===== config.mk =====
export PLATFORM = sky130hd
export DESIGN_NAME = eth_rx_dispatch
export DESIGN_NICKNAME = d
export VERILOG_FILES = /design/src/rtl/eth_rx_dispatch.sv
export SDC_FILE = /design/constraint.sdc
export NUM_CORES = 1
export LEC_CHECK = 0
export ABC_CLOCK_PERIOD_IN_PS = 11200
export CAP_MARGIN = 20
export CELL_PAD_IN_SITES_DETAIL_PLACEMENT = 0
export CELL_PAD_IN_SITES_GLOBAL_PLACEMENT = 1
export CORE_AREA = 2 2 229 231
export DETAILED_ROUTE_END_ITERATION = 6
export DIE_AREA = 0 0 231 233
export HOLD_SLACK_MARGIN = 0.12
export PLACE_DENSITY = 0.64
export SETUP_SLACK_MARGIN = 0.5
export SLEW_MARGIN = 20
export SYNTH_ARGS = -nofsm -noshare
export SYNTH_HDL_FRONTEND = slang
export SYNTH_SLANG_ARGS = --single-unit

===== constraint.sdc =====
create_clock -name clk -period 11.2 [get_ports clk]
set_clock_uncertainty 0.2 [all_clocks]
set_input_delay 1.12 -clock clk [delete_from_list [all_inputs] [get_ports clk]]
set_output_delay 1.12 -clock clk [all_outputs]
set_load 0.02 [all_outputs]

===== src/rtl/eth_rx_dispatch.sv =====
// eth_rx_dispatch
//   Routes packets from one MAC RX stream to one of NUM_PORTS NIC RX ports.
//   The destination is byte SEL_BYTE of the SOP beat; out-of-range selectors
//   drop the whole packet. A single output register holds one beat, and the
//   data/qualifier bus is shared by all ports with a one-hot valid.
//
//   state | meaning
//   ------+------------------------------------------------------------
//   IDLE  | between packets; waiting for an SOP beat
//   FWD   | forwarding the body of a packet to cur_port
//   DROP  | discarding the body of a packet with an invalid selector
//
// Ports
//   clk, reset                 clock and async active-high reset
//   rx_*_in / rx_ready_out     MAC RX stream (byte 0 = MSB byte of data)
//   nic_*_out / nic_ready_in   shared NIC bus, one-hot nic_valid_out
//   drop_cnt_out               saturating count of dropped packets
//   frame_err_cnt_out          saturating count of framing violations
module eth_rx_dispatch #(
    parameter int NUM_PORTS = 3,
    parameter int SEL_BYTE  = 14,
    parameter int DATA_W    = 256
) (
    input  logic                 clk,
    input  logic                 reset,
    input  logic [DATA_W-1:0]    rx_data_in,
    input  logic                 rx_valid_in,
    input  logic                 rx_sop_in,
    input  logic                 rx_eop_in,
    input  logic [4:0]           rx_empty_in,
    input  logic [5:0]           rx_error_in,
    output logic                 rx_ready_out,
    output logic [DATA_W-1:0]    nic_data_out,
    output logic                 nic_sop_out,
    output logic                 nic_eop_out,
    output logic [4:0]           nic_empty_out,
    output logic [5:0]           nic_error_out,
    output logic [NUM_PORTS-1:0] nic_valid_out,
    input  logic [NUM_PORTS-1:0] nic_ready_in,
    output logic [31:0]          drop_cnt_out,
    output logic [15:0]          frame_err_cnt_out
);

    localparam int              PW          = $clog2(NUM_PORTS);
    localparam int              SEL_LSB     = DATA_W - 8 * (SEL_BYTE + 1);
    localparam logic [7:0]      NUM_PORTS_B = 8'(NUM_PORTS);

    typedef enum logic [1:0] {IDLE, FWD, DROP} state_t;

    state_t                state_q, state_d;
    logic [PW-1:0]         cur_port_q, cur_port_d;
    logic                  reg_valid_q, reg_valid_d;
    logic [DATA_W-1:0]     data_q, data_d;
    logic                  sop_q, sop_d;
    logic                  eop_q, eop_d;
    logic [4:0]            empty_q, empty_d;
    logic [5:0]            error_q, error_d;
    logic [31:0]           drop_cnt_q, drop_cnt_d;
    logic [15:0]           frame_err_cnt_q, frame_err_cnt_d;

    logic [7:0]            sel;
    logic                  pop;
    logic                  accept;
    logic                  load;
    logic                  fwd_sop;
    logic                  drop_inc;
    logic                  frame_inc;

    assign sel    = rx_data_in[SEL_LSB +: 8];
    assign pop    = reg_valid_q && nic_ready_in[cur_port_q];
    // Gated by reset so the MAC sees backpressure immediately, not at the next edge.
    assign rx_ready_out = !reset && (!reg_valid_q || nic_ready_in[cur_port_q]);
    assign accept = rx_valid_in && rx_ready_out;

    always_comb begin
        state_d    = state_q;
        cur_port_d = cur_port_q;
        load       = 1'b0;
        fwd_sop    = rx_sop_in;
        drop_inc   = 1'b0;
        frame_inc  = 1'b0;
        case (state_q)
            IDLE: begin
                if (accept) begin
                    if (rx_sop_in) begin
                        if (sel < NUM_PORTS_B) begin
                            cur_port_d = sel[PW-1:0];
                            load       = 1'b1;
                            if (!rx_eop_in) state_d = FWD;
                        end else begin
                            drop_inc = 1'b1;
                            if (!rx_eop_in) state_d = DROP;
                        end
                    end else begin
                        frame_inc = 1'b1;
                    end
                end
            end
            FWD: begin
                if (accept) begin
                    load      = 1'b1;
                    fwd_sop   = 1'b0;   // stray SOP inside a packet is a continuation beat
                    frame_inc = rx_sop_in;
                    if (rx_eop_in) state_d = IDLE;
                end
            end
            DROP: begin
                if (accept) begin
                    frame_inc = rx_sop_in;
                    if (rx_eop_in) state_d = IDLE;
                end
            end
            default: state_d = IDLE;
        endcase
    end

    always_comb begin
        reg_valid_d = reg_valid_q;
        if (load)     reg_valid_d = 1'b1;
        else if (pop) reg_valid_d = 1'b0;
        data_d  = load ? rx_data_in  : data_q;
        sop_d   = load ? fwd_sop     : sop_q;
        eop_d   = load ? rx_eop_in   : eop_q;
        empty_d = load ? rx_empty_in : empty_q;
        error_d = load ? rx_error_in : error_q;
        drop_cnt_d      = (drop_inc && drop_cnt_q != '1) ? drop_cnt_q + 32'd1 : drop_cnt_q;
        frame_err_cnt_d = (frame_inc && frame_err_cnt_q != '1) ?
                          frame_err_cnt_q + 16'd1 : frame_err_cnt_q;
    end

    always_ff @(posedge clk or posedge reset) begin
        if (reset) begin
            state_q         <= IDLE;
            cur_port_q      <= '0;
            reg_valid_q     <= 1'b0;
            data_q          <= '0;
            sop_q           <= 1'b0;
            eop_q           <= 1'b0;
            empty_q         <= '0;
            error_q         <= '0;
            drop_cnt_q      <= '0;
            frame_err_cnt_q <= '0;
        end else begin
            state_q         <= state_d;
            cur_port_q      <= cur_port_d;
            reg_valid_q     <= reg_valid_d;
            data_q          <= data_d;
            sop_q           <= sop_d;
            eop_q           <= eop_d;
            empty_q         <= empty_d;
            error_q         <= error_d;
            drop_cnt_q      <= drop_cnt_d;
            frame_err_cnt_q <= frame_err_cnt_d;
        end
    end

    always_comb begin
        nic_valid_out = '0;
        if (reg_valid_q) nic_valid_out[cur_port_q] = 1'b1;
    end

    assign nic_data_out      = data_q;
    assign nic_sop_out       = sop_q;
    assign nic_eop_out       = eop_q;
    assign nic_empty_out     = empty_q;
    assign nic_error_out     = error_q;
    assign drop_cnt_out      = drop_cnt_q;
    assign frame_err_cnt_out = frame_err_cnt_q;

endmodule


======== After elaboration in Yosys (flattened, before gate mapping) ========
Index checks and enable logic that the tools add are counted.
operators by class
  $add $sub $neg .......................... 2
  magnitude comparators ................... 3
  eq/ne operators ......................... 9
  mux-type cells .......................... 30
  reductions and logical operators ........ 14
operator list
  kind                                                   count
  adder 32 x 1 -> 32 bit, second input constant          1
  inequality test 32 bit, second input constant          1
  two-way mux 1 bit                                      17
  adder 16 x 1 -> 16 bit, second input constant          1
  inequality test 16 bit, second input constant          1
  two-way mux 2 bit                                      7
  < comparator 8 x 2 -> 1 bit, second input constant     1
  logical AND 1 bit                                      6
  inequality test 2 bit, second input constant           3
  AND reduction 5 bit                                    1
  inequality test 2 x 1 -> 1 bit, second input constant  2
  case mux 1 bit (2 select lines)                        2
  case mux 2 bit (2 select lines)                        1
  AND reduction 4 bit                                    1
  < comparator 2 x 3 -> 1 bit, second input constant     1
  two-way mux 3 bit                                      1
  binary-select mux 1 bit (select 2 bit)                 1
  demux 1 bit (select 2 bit)                             1
  == test 2 x 1 -> 1 bit, second input constant          1
  == test 2 bit, second input constant                   1
  >= comparator 2 x 1 -> 1 bit, second input constant    1
  zero test 1 bit                                        2
  zero test 2 bit                                        1
  nonzero test 2 bit                                     1
  other kinds (2)                                        2
word-level totals
  register bits after elaboration ......... 322
  input port bits ......................... 275
  output and inout port bits .............. 321
  logic and storage cells ................. 68

======== Longest topological paths before layout ========
Gate-level depths: netlist of run 1.
  depth after elaboration ................. 8
  depth in mapped cells ................... 9

======== Worst setup path before layout of run 1 ========
OpenSTA, ideal clock, no wires.
  path type ............................... input-to-reg
  start ................................... input nic_ready_in[1]
  end ..................................... register data_q[226] (netlist: nic_data_out[226])
  arrival ................................. 2813 ps
  data required time ...................... 10875 ps
  setup slack ............................. 8062 ps
  cell stages on the path ................. 8
  path buffers ............................ 3
  path through ............................ mux2i_1 a221oi_4 and2_1 o21a_1 buf_4 buf_8 buf_6 mux2_2
on the way
  word-level cells in the longest chain between the ends .. 7
  elaborated cells on any way between the ends .. 8
  classes of those cells .................. mux (5); reduce/logical (3)
RTL lines
  element                                      line     source
  start, declared                              39       input logic [NUM_PORTS-1:0] nic_ready_in,
  binary-select mux 1 bit (select 2 bit) (*)   72       assign rx_ready_out = !reset && (!reg_valid_q || nic_ready_in[cur_port_q]);
  two-way mux 1 bit (implied by the code) (*)  72
  logical OR 1 bit (*)                         72
  logical AND 1 bit (*)                        72
  named net rx_ready_out                       32       output logic rx_ready_out,
  logical AND 1 bit (*)                        73       assign accept = rx_valid_in && rx_ready_out;
  two-way mux 1 bit, on equally long branches  100, 84
  case mux 1 bit (2 select lines) (*)          82       case (state_q)
  end signal, assigned                         147      data_q <= data_d;
  end, declared                                53       logic [DATA_W-1:0] data_q, data_d;
Mark *: on every way through the listed nets, which the timed path passes. The rest lies on a longest branch. The select of a mux whose other input is x is not followed.
A chain may end at the register's enable or synchronous reset.

======== Worst setup path after layout of run 1 ========
  start ................................... input rx_data_in[139]
  end ..................................... register data_q[252] (netlist: nic_data_out[252])
on the way
  word-level cells in the longest chain between the ends .. 5
RTL lines
  element                          line  source
  start, declared                  26    input logic [DATA_W-1:0] rx_data_in,
  < comparator 8 x 2 -> 1 bit      86    if (sel < NUM_PORTS_B) begin
  two-way mux 1 bit                86
  two-way mux 1 bit                85    if (rx_sop_in) begin
  two-way mux 1 bit                84    if (accept) begin
  case mux 1 bit (2 select lines)  82
Every way passes these cells.

==> metrics.sh, run 1 <==
POWER.SHARE.SWITCHING=0.307
SETUP_VIOLATIONS=0
SETUP_SLACK_NS=6.73
DETAIL_ROUTE.VIAS_PER_CELL=4.26
SLOWEST_DELAY_NS=0.80
SWITCHING_POWER_mW=1.34
FLOORPLAN.IO_PINS=596
ANTENNA_VIOLATIONS_BEFORE_REPAIR=2
TIMING.FINAL.CRIT_PERIOD_NS=4.47
TIMING.CRITICAL_PATH.SLOWEST_STAGE_CELL='sky130_fd_sc_hd__o21a_4'
DIE_AREA_UM2=53800
TIGHTEST_SLEW_NS=0.996
DETAILEDROUTE.FIRSTITERATIONVIOLATIONS=324
CLOCK_PATH_BUFFERS=3
TIMING.CRITICAL_PATH.CELLS='clkdlybuf4s50_1 -> nor4_1 -> and2_1 -> nor2b_1 -> o21a_4 -> buf_4 -> mux2_2'
CP.BUFFERS_INVERTERS=2
POWER_LEAKAGE_nW=9.39
POSTCTSSETUPREPAIRBUFS=0
GRT_OVERFLOW=0
DIE-HEIGHT_UM=233
PLACEMENT.SETUP.WORST_SLACK_NS=5.91
NUMPLACEDINSTANCES=2087
CTS.HOLD.BUFFERS_ADDED=0
CORE_REGION_AREA_UM2=51100
POSTSYNTHCELLCOUNT=841
SYN-CELL-AREA_UM2=12900
MAX_CAP_VIOLATIONS=0
FP-ROW-COUNT=83
GRT_FIRST_PASS_WIRELENGTH_MM=61.1
SYNTH_CELL_TYPE_COUNT=39
YS.WARNINGS.COUNT=0
CTS.CLK_SLEW.WORST_PATHS_NS=0.05
INITIAL_UTILIZATION=0.252
TIMING.FMAX_MHz=223
CTS_RESIZED=0
SYNTH_ASYNC_SR_FLOP_SHARE=1.00
DIEWIDTH_UM=231
CTS_ROOT_BUFFER='sky130_fd_sc_hd__clkbuf_16'
CRITICAL_PATH.MAX_FANOUT=67
YS_SEQ_AREA_FRAC=0.627
NUMBER_OF_BUFFERS_CREATED_BY_CTS=40
STDCELL_COUNT=2159
TIMING.CRITICAL_PATH.MAX_DELAY_FAMILY='buffers and inverters'
GPL.FINAL_WEIGHTED_CONGESTION=0.788
MOSTFREQUENTLAYOUTCELL='sky130_fd_sc_hd__clkdlybuf4s50_1'
WIRE_PER_INST_UM=19.3
DR.PASS1.ITERS=4
FINAL_CELL_MIX='sky130_fd_sc_hd__clkdlybuf4s50_1 (595), sky130_fd_sc_hd__dfrtp_1 (322), sky130_fd_sc_hd__mux2_2 (252)'
SYN_AREA_PER_CELL_UM2=15.3
CTS.HTREE.LEVELS=2
SUM_OF_NEGATIVE_SETUP_SLACK_NS=0
DETAILED_PLACE_HPWL_MM=30.9
FRACTION_OF_THE_CORE_AREA_COVERED_BY_CELLS_AT_THE_END_OF_THE_FLOW=0.406
SYNTH_ENABLE_FLOP_CELLS=0
CRIT_PATH_END_KIND='register'
PEAKVDDDROP_uV=109
TRITONCTS='done'
HOLD_VIOLATIONS=0
SYNTH-SEQ-CELLS=322
WIRELENGTH_MM=41.7
SYN2LAYOUT_AREA_GROWTH_PCT=61.3
WORST_SKEW_PAIR.LATE_LATENCY_NS=0.55
VIAS=9203
PIN_COUNT_OF_THE_BIGGEST_NET_ENTERING_GLOBAL_ROUTING=120
P_INT_mW=3.02
NUMCLOCKSINKS=322
DIODES=0
HOLD_CLASS='register to register'
DPL_CELL_AREA_UM2=19400
SHARE_CLK_OF_TOTAL_POWER=0.304
STARTPOINT_KIND_OF_THE_WORST_SETUP_TIMING_PATH='input port'
OUTCOME='finished, final reports clean'
RSZ_0062_RAISED_AFTER_GLOBAL_ROUTING='false'
LAYOUT.NETS=1729
ANT_NETS=0
ROUTE.DETAILED.DRC=0
IO_BUFFER_COUNT=595
FINALMAXSLEWVIOLATIONS=0
FIRST_GLOBAL_VIAS=9497
PERIOD_SHARE=0.400
MAXSLEWHEADROOM=0.336
SEQUENTIALPOWERSHARE=0.367
WORSTPATHARRIVAL_NS=4.70
FINAL_CELL_AREA_UM2=20700
FINAL_LAYOUT_SIZE_SUFFIX_GT1_FRAC=0.223
GRT_UTIL_ALL_LAYERS=0.149
POWER.DENSITY_nW_PER_UM2=210
SYN-NUM-NETS=1121
DOMINANTREGCELLSYNTH='sky130_fd_sc_hd__dfrtp_1'
REQUIRED_NS=11.42
P_COMB_FRAC=0.329
CRITICALPATHCATEGORY='input port to register'
==> registers in the layout, indices dropped and copies added, names as in the netlist <==
| name | flops |
|---|---|
| reg_valid_q | 1 |
| frame_err_cnt_out | 16 |
| nic_data_out | 256 |
| state_q | 2 |
| cur_port_q | 2 |
| nic_eop_out | 1 |
| drop_cnt_out | 32 |
| nic_sop_out | 1 |
| nic_empty_out | 5 |
| nic_error_out | 6 |
==> synth_stat cells, types with 2 or more instances <==
| library cell | instances | area share |
|---|---|---|
| sky130_fd_sc_hd__clkbuf_1 | 3 | 0.00088 |
| sky130_fd_sc_hd__nor4b_1 | 4 | 0.0027 |
| sky130_fd_sc_hd__mux2_2 | 252 | 0.22 |
| sky130_fd_sc_hd__nand2_1 | 26 | 0.0076 |
| sky130_fd_sc_hd__nor4_1 | 21 | 0.010 |
| sky130_fd_sc_hd__buf_8 | 2 | 0.0023 |
| sky130_fd_sc_hd__nand4_1 | 11 | 0.0054 |
| sky130_fd_sc_hd__nand3_1 | 17 | 0.0066 |
| sky130_fd_sc_hd__dfrtp_1 | 322 | 0.63 |
| sky130_fd_sc_hd__ha_1 | 5 | 0.0049 |
| sky130_fd_sc_hd__buf_6 | 22 | 0.019 |
| sky130_fd_sc_hd__xor2_1 | 46 | 0.031 |
| sky130_fd_sc_hd__or4_1 | 2 | 0.0012 |
| sky130_fd_sc_hd__nor2b_1 | 3 | 0.0015 |
| sky130_fd_sc_hd__nor2_1 | 10 | 0.0029 |
| sky130_fd_sc_hd__mux2i_1 | 3 | 0.0023 |
| sky130_fd_sc_hd__nor3_1 | 20 | 0.0078 |
| sky130_fd_sc_hd__or2_2 | 2 | 0.00097 |
| sky130_fd_sc_hd__and4_1 | 3 | 0.0020 |
| sky130_fd_sc_hd__buf_4 | 6 | 0.0035 |
| sky130_fd_sc_hd__mux2_1 | 20 | 0.018 |
| sky130_fd_sc_hd__buf_2 | 4 | 0.0016 |
| sky130_fd_sc_hd__nor3b_1 | 4 | 0.0023 |
| sky130_fd_sc_hd__inv_1 | 7 | 0.0020 |
| sky130_fd_sc_hd__and3_1 | 5 | 0.0024 |
| sky130_fd_sc_hd__a21oi_1 | 4 | 0.0016 |
| sky130_fd_sc_hd__and2_1 | 5 | 0.0024 |
==> path summary, 6_finish.rpt <==
kind                                                   start                            end  slack, ns  cells after the start
max in group asynchronous                              reset   nic_data_out[48]$_DFFE_PP0P_       7.56                      4
worst max-delay path                         rx_data_in[139]  nic_data_out[252]$_DFFE_PP0P_       6.73                      7
min in group asynchronous                              reset  nic_data_out[229]$_DFFE_PP0P_       1.06                      2
worst max register to register     cur_port_q[0]$_DFFE_PP0P_  nic_data_out[252]$_DFFE_PP0P_       7.41                      6
worst min register to register  nic_error_out[5]$_DFFE_PP0P_   nic_error_out[5]$_DFFE_PP0P_       0.28                      1
worst min-delay path            nic_error_out[5]$_DFFE_PP0P_   nic_error_out[5]$_DFFE_PP0P_       0.28                      1
==> per-stage QoR <==
stage               hold WS (ns)  total power [mW]
floorplan                  0.319              2.26
global placement           0.267              3.06
detailed placement         0.274              3.08
CTS                        0.286              4.44
global route               0.294              4.57
finish                     0.280              4.36
==> worst reg2reg max path, cell delays in order (launching register included) <==
cell	delay, ns
sky130_fd_sc_hd__dfrtp_1	0.45
sky130_fd_sc_hd__mux2i_1	0.21
sky130_fd_sc_hd__a221oi_4	0.44
sky130_fd_sc_hd__and2_1	0.26
sky130_fd_sc_hd__o21a_4	0.79
sky130_fd_sc_hd__buf_4	0.78
sky130_fd_sc_hd__mux2_2	0.54
==> per-layer routing <==
| layer | global-route usage | vias to the layer above | wire length (um) |
|---|---|---|---|
| met5 | 0 | - | 27 |
| met4 | 0.0454 | 4 | 935 |
| met3 | 0.0529 | 60 | 3520 |
| met2 | 0.261 | 335 | 21200 |
| met1 | 0.170 | 4585 | 16000 |
| li1 | - | 4219 | - |
==> logic make-up (layout without fill, tap and decap cells) <==
| kind of cell | count (synthesis) | after routing | synth area share |
|---|---|---|---|
| AO/OA/AOI/OAI | 11 | 11 | 0.00691 |
| multiplexers | 275 | 275 | 0.241 |
| XOR/XNOR | 47 | 47 | 0.0320 |
| AND/OR/NAND/NOR | 137 | 137 | 0.0595 |
| adder cells (fa/ha/maj) | 5 | 5 | 0.00487 |
| buffers and inverters | 44 | 682 | 0.0296 |
| flip-flops | 322 | 322 | 0.627 |
==> final cells by class <==
type                            instances  area (um2)
Multi-Input combinational cell        475        4430
Fill cell                            4890       30400
Inverter                                7        33.8
Tap cell                              680         851
Clock inverter                         11         143
Timing Repair Buffer                  603        6020
Clock buffer                           61        1210
Sequential cell                       322        8060
==> power groups by stage <==
| stage | combinational [mW] | sequential [mW] | clock [mW] |
|---|---|---|---|
| detailed placement | 1.45 | 1.62 | 0 |
| floorplan | 0.299 | 1.96 | 0 |
| finish | 1.43 | 1.60 | 1.33 |
| CTS | 1.46 | 1.60 | 1.38 |
| global route | 1.51 | 1.64 | 1.43 |
| global placement | 1.45 | 1.61 | 0 |
Power figures use the tool's default switching activity.
==> run 2, diff against run 1 <==
--- a/config.mk
+++ b/config.mk
@@ -5,7 +5,7 @@
 export SDC_FILE = /design/constraint.sdc
 export NUM_CORES = 1
 export LEC_CHECK = 0
-export ABC_CLOCK_PERIOD_IN_PS = 11200
+export ABC_CLOCK_PERIOD_IN_PS = 4300
 export CAP_MARGIN = 20
 export CELL_PAD_IN_SITES_DETAIL_PLACEMENT = 0
 export CELL_PAD_IN_SITES_GLOBAL_PLACEMENT = 1
==> constraint.sdc (replaced) <==
create_clock -name clk -period 4.3 [get_ports clk]
set_clock_uncertainty 0.2 [all_clocks]
set_input_delay 0.43 -clock clk [delete_from_list [all_inputs] [get_ports clk]]
set_output_delay 0.43 -clock clk [all_outputs]
set_load 0.02 [all_outputs]
==> run 2 against run 1 <==
  * Routed wire length increased by 1.6%
  * Critical endpoint is now drop_cnt_out[1]$_DFFE_PP0P_
  * Clock-buffer cell count decreased by 2
  * Largest cell class unchanged
  * Worst setup slack got worse by 5.4 ns
  * Flip-flop and latch count unchanged
  * Hold slack got worse by 0.062 ns
  * Sequential power grew to 2.6 times the previous value
==> metrics.sh, run 2 (synthesis gave the netlist of run 1 again) <==
OUTCOME='finished, final reports clean'  # unchanged
CTS_RESIZED=0  # unchanged
CLOCK_PATH_BUFFERS=3  # unchanged
CTS.CLK_SLEW.WORST_PATHS_NS=0.06  # was 0.05 ns
TRITONCTS='done'  # unchanged
STARTPOINT_KIND_OF_THE_WORST_SETUP_TIMING_PATH='register'  # was input port
MAXSLEWHEADROOM=0.332  # was 0.336
LARGEST_REGISTER_FFS=256  # unchanged
WORSTPATHARRIVAL_NS=3.15  # was 4.70 ns
CTS.HTREE.LEVELS=2  # unchanged
GPL.FINAL_WEIGHTED_CONGESTION=0.788  # about the same
INITIAL_UTILIZATION=0.252  # unchanged
RSZ_0062_RAISED_AFTER_GLOBAL_ROUTING='false'  # unchanged
TIGHTEST_SLEW_NS=0.998  # was 0.996 ns
TIMING.CRITICAL_PATH.SLOWEST_STAGE_CELL='sky130_fd_sc_hd__or4_1'  # was sky130_fd_sc_hd__o21a_4
TIMING.FMAX_MHz=341
SETUP_VIOLATIONS=0  # unchanged
DIE_AREA_UM2=53800  # unchanged
POSTCTSSETUPREPAIRBUFS=0  # unchanged
PERIOD_SHARE=0.682
NUMBER_OF_BUFFERS_CREATED_BY_CTS=39  # was 40
TIMING.CRITICAL_PATH.CELLS='ha_1 -> nand4_1 -> or4_1 -> nor3_4 -> nor2_1 -> mux2_2'  # was clkdlybuf4s50_1 -> nor4_1 -> and2_1 -> nor2b_1 -> o21a_4 -> buf_4 -> mux2_2
DETAILEDROUTE.FIRSTITERATIONVIOLATIONS=270  # was 324
PIN_COUNT_OF_THE_BIGGEST_NET_ENTERING_GLOBAL_ROUTING=74  # was 120
CTS.HOLD.BUFFERS_ADDED=0  # unchanged
WIRELENGTH_MM=42.3  # was 41.7 mm
WIRE_PER_INST_UM=19.6  # was 19.3 um
TIMING.FINAL.CRIT_PERIOD_NS=2.93
FLOORPLAN.IO_PINS=596  # unchanged
MOSTFREQUENTLAYOUTCELL='sky130_fd_sc_hd__clkdlybuf4s50_1'  # unchanged
FRACTION_OF_THE_CORE_AREA_COVERED_BY_CELLS_AT_THE_END_OF_THE_FLOW=0.408  # was 0.406
POWER.TOTAL_mW=11.2  # was 4.36 mW
HOLD_VIOLATIONS=0  # unchanged
POWER.DENSITY_nW_PER_UM2=539  # was 210 nW/um2
POWER_LEAKAGE_nW=9.43  # was 9.39 nW
CRITICALPATHCATEGORY='register to register'  # was input port to register
CRITICAL_PATH.MAX_FANOUT=15  # was 67
FINAL_CELL_MIX='sky130_fd_sc_hd__clkdlybuf4s50_1 (595), sky130_fd_sc_hd__dfrtp_1 (322), sky130_fd_sc_hd__mux2_2 (252)'  # unchanged
ROUTE.DETAILED.DRC=0  # unchanged
ANT_NETS=0  # unchanged
DIE-HEIGHT_UM=233  # unchanged
TIMING.REG2REG.WORST_PATH_DEPTH=6  # unchanged
CRIT_PATH_END_KIND='register'  # unchanged
VIAS=9191  # was 9,203
WORST_SKEW_PAIR.LATE_LATENCY_NS=0.53  # was 0.55 ns
GRT_UTIL_ALL_LAYERS=0.153  # was 0.149
PEAKVDDDROP_uV=285  # was 109 uV
MAX_CAP_VIOLATIONS=0  # unchanged
FP-ROW-COUNT=83  # unchanged
DR.PASS1.ITERS=4  # unchanged
REQUIRED_NS=4.52  # was 11.42 ns
DIEWIDTH_UM=231  # unchanged
SYN2LAYOUT_AREA_GROWTH_PCT=62.2  # was 61.3%
FINAL_LAYOUT_SIZE_SUFFIX_GT1_FRAC=0.224  # was 0.223
NUMCLOCKSINKS=322  # unchanged
IO_BUFFER_COUNT=595  # unchanged
DETAIL_ROUTE.VIAS_PER_CELL=4.25  # was 4.26
CORE_REGION_AREA_UM2=51100  # unchanged
TIMING.REG2REG.SETUP_SLACK_NS=1.37  # was 7.41 ns
FINAL_CELL_AREA_UM2=20900  # was 20,700 um2
SLOWEST_DELAY_NS=0.79  # was 0.80 ns
LAYOUT.FILLER_CELLS=4851  # was 4,890
CTS_ROOT_BUFFER='sky130_fd_sc_hd__clkbuf_16'  # unchanged
LAYOUT.NETS=1735  # was 1,729
ANTENNA_VIOLATIONS_BEFORE_REPAIR=5  # was 2
REG2REG_FROM='drop_cnt_out[0]$_DFFE_PP0P_'  # was cur_port_q[0]$_DFFE_PP0P_
FINALMAXSLEWVIOLATIONS=0  # unchanged
WORST_R2R_ENDPOINT='drop_cnt_out[1]$_DFFE_PP0P_'  # was nic_data_out[252]$_DFFE_PP0P_
DETAILED_PLACE_HPWL_MM=32.3  # was 30.9 mm
GRT_OVERFLOW=0  # unchanged
GRT_FIRST_PASS_WIRELENGTH_MM=62.1  # was 61.1 mm
DPL_CELL_AREA_UM2=19600  # was 19,400 um2
FIRST_GLOBAL_VIAS=9680  # was 9,497
HOLD_CLASS='input port to asynchronous set/reset pin'  # was register to register
run 2: cell type report:
cell class,instances,area [um2],share of cell area
inverter,7,30.0,0.00144
sequential,322,8060,0.386
antenna,1,2.50,0.000120
timing repair buffer,610,6190,0.297
clock buffer,59,1160,0.0558
tap,680,851,0.0408
clock inverter,10,128,0.00612
multi-input combinational,475,4430,0.212
run 2: through the flow:
| stage | hold WS (ns) | setup WS [ns] | setup TNS [ns] | cells |
|---|---|---|---|---|
| floorplan | 0.319 | -0.625 | -201.18 | 841 |
| global placement | 0.271 | 0.770 | 0 | 2094 |
| detailed placement | 0.276 | 0.744 | 0 | 2094 |
| CTS | 0.219 | 1.31 | 0 | 2163 |
| global route | 0.249 | 1.16 | 0 | 2164 |
| finish | 0.218 | 1.37 | 0 | 2164 |
run 2: critical path, delay by kind of cell, from the launching register on:
| kind | cells | cell delay, ns |
|---|---|---|
| DFF | 1 | 0.41 |
| adders and majority gates | 1 | 0.20 |
| muxes | 1 | 0.31 |
| and+or+nand+nor | 4 | 1.69 |
run 2: worst max-delay path by stage:
| stage | start | endpoint | slack [ns] |
|---|---|---|---|
| finish | drop_cnt_out[0]$_DFFE_PP0P_ | drop_cnt_out[1]$_DFFE_PP0P_ | 1.37 |
| global route | drop_cnt_out[0]$_DFFE_PP0P_ | drop_cnt_out[1]$_DFFE_PP0P_ | 1.16 |
| CTS | cur_port_q[0]$_DFFE_PP0P_ | rx_ready_out | 1.31 |
| detailed placement | rx_data_in[137] | nic_data_out[8]$_DFFE_PP0P_ | 0.74 |
| global placement | rx_data_in[137] | nic_data_out[10]$_DFFE_PP0P_ | 0.77 |
| floorplan | reset | cur_port_q[0]$_DFFE_PP0P_ | -0.62 |
run 2: layer usage:
layer | track usage | up-vias | share of wire
li1 | - | 4229 | -
met1 | 0.169 | 4531 | 0.37
met2 | 0.268 | 360 | 0.51
met3 | 0.0646 | 63 | 0.097
met4 | 0.0407 | 8 | 0.021
met5 | 0 | - | 0.0014
run 2: report_power, final:
part	internal (mW)	switching (mW)	total, mW
sequential	3.77	0.405	4.17
combinational	1.99	1.75	3.74
clock	2.04	1.28	3.32
total	7.80	3.44	11.2
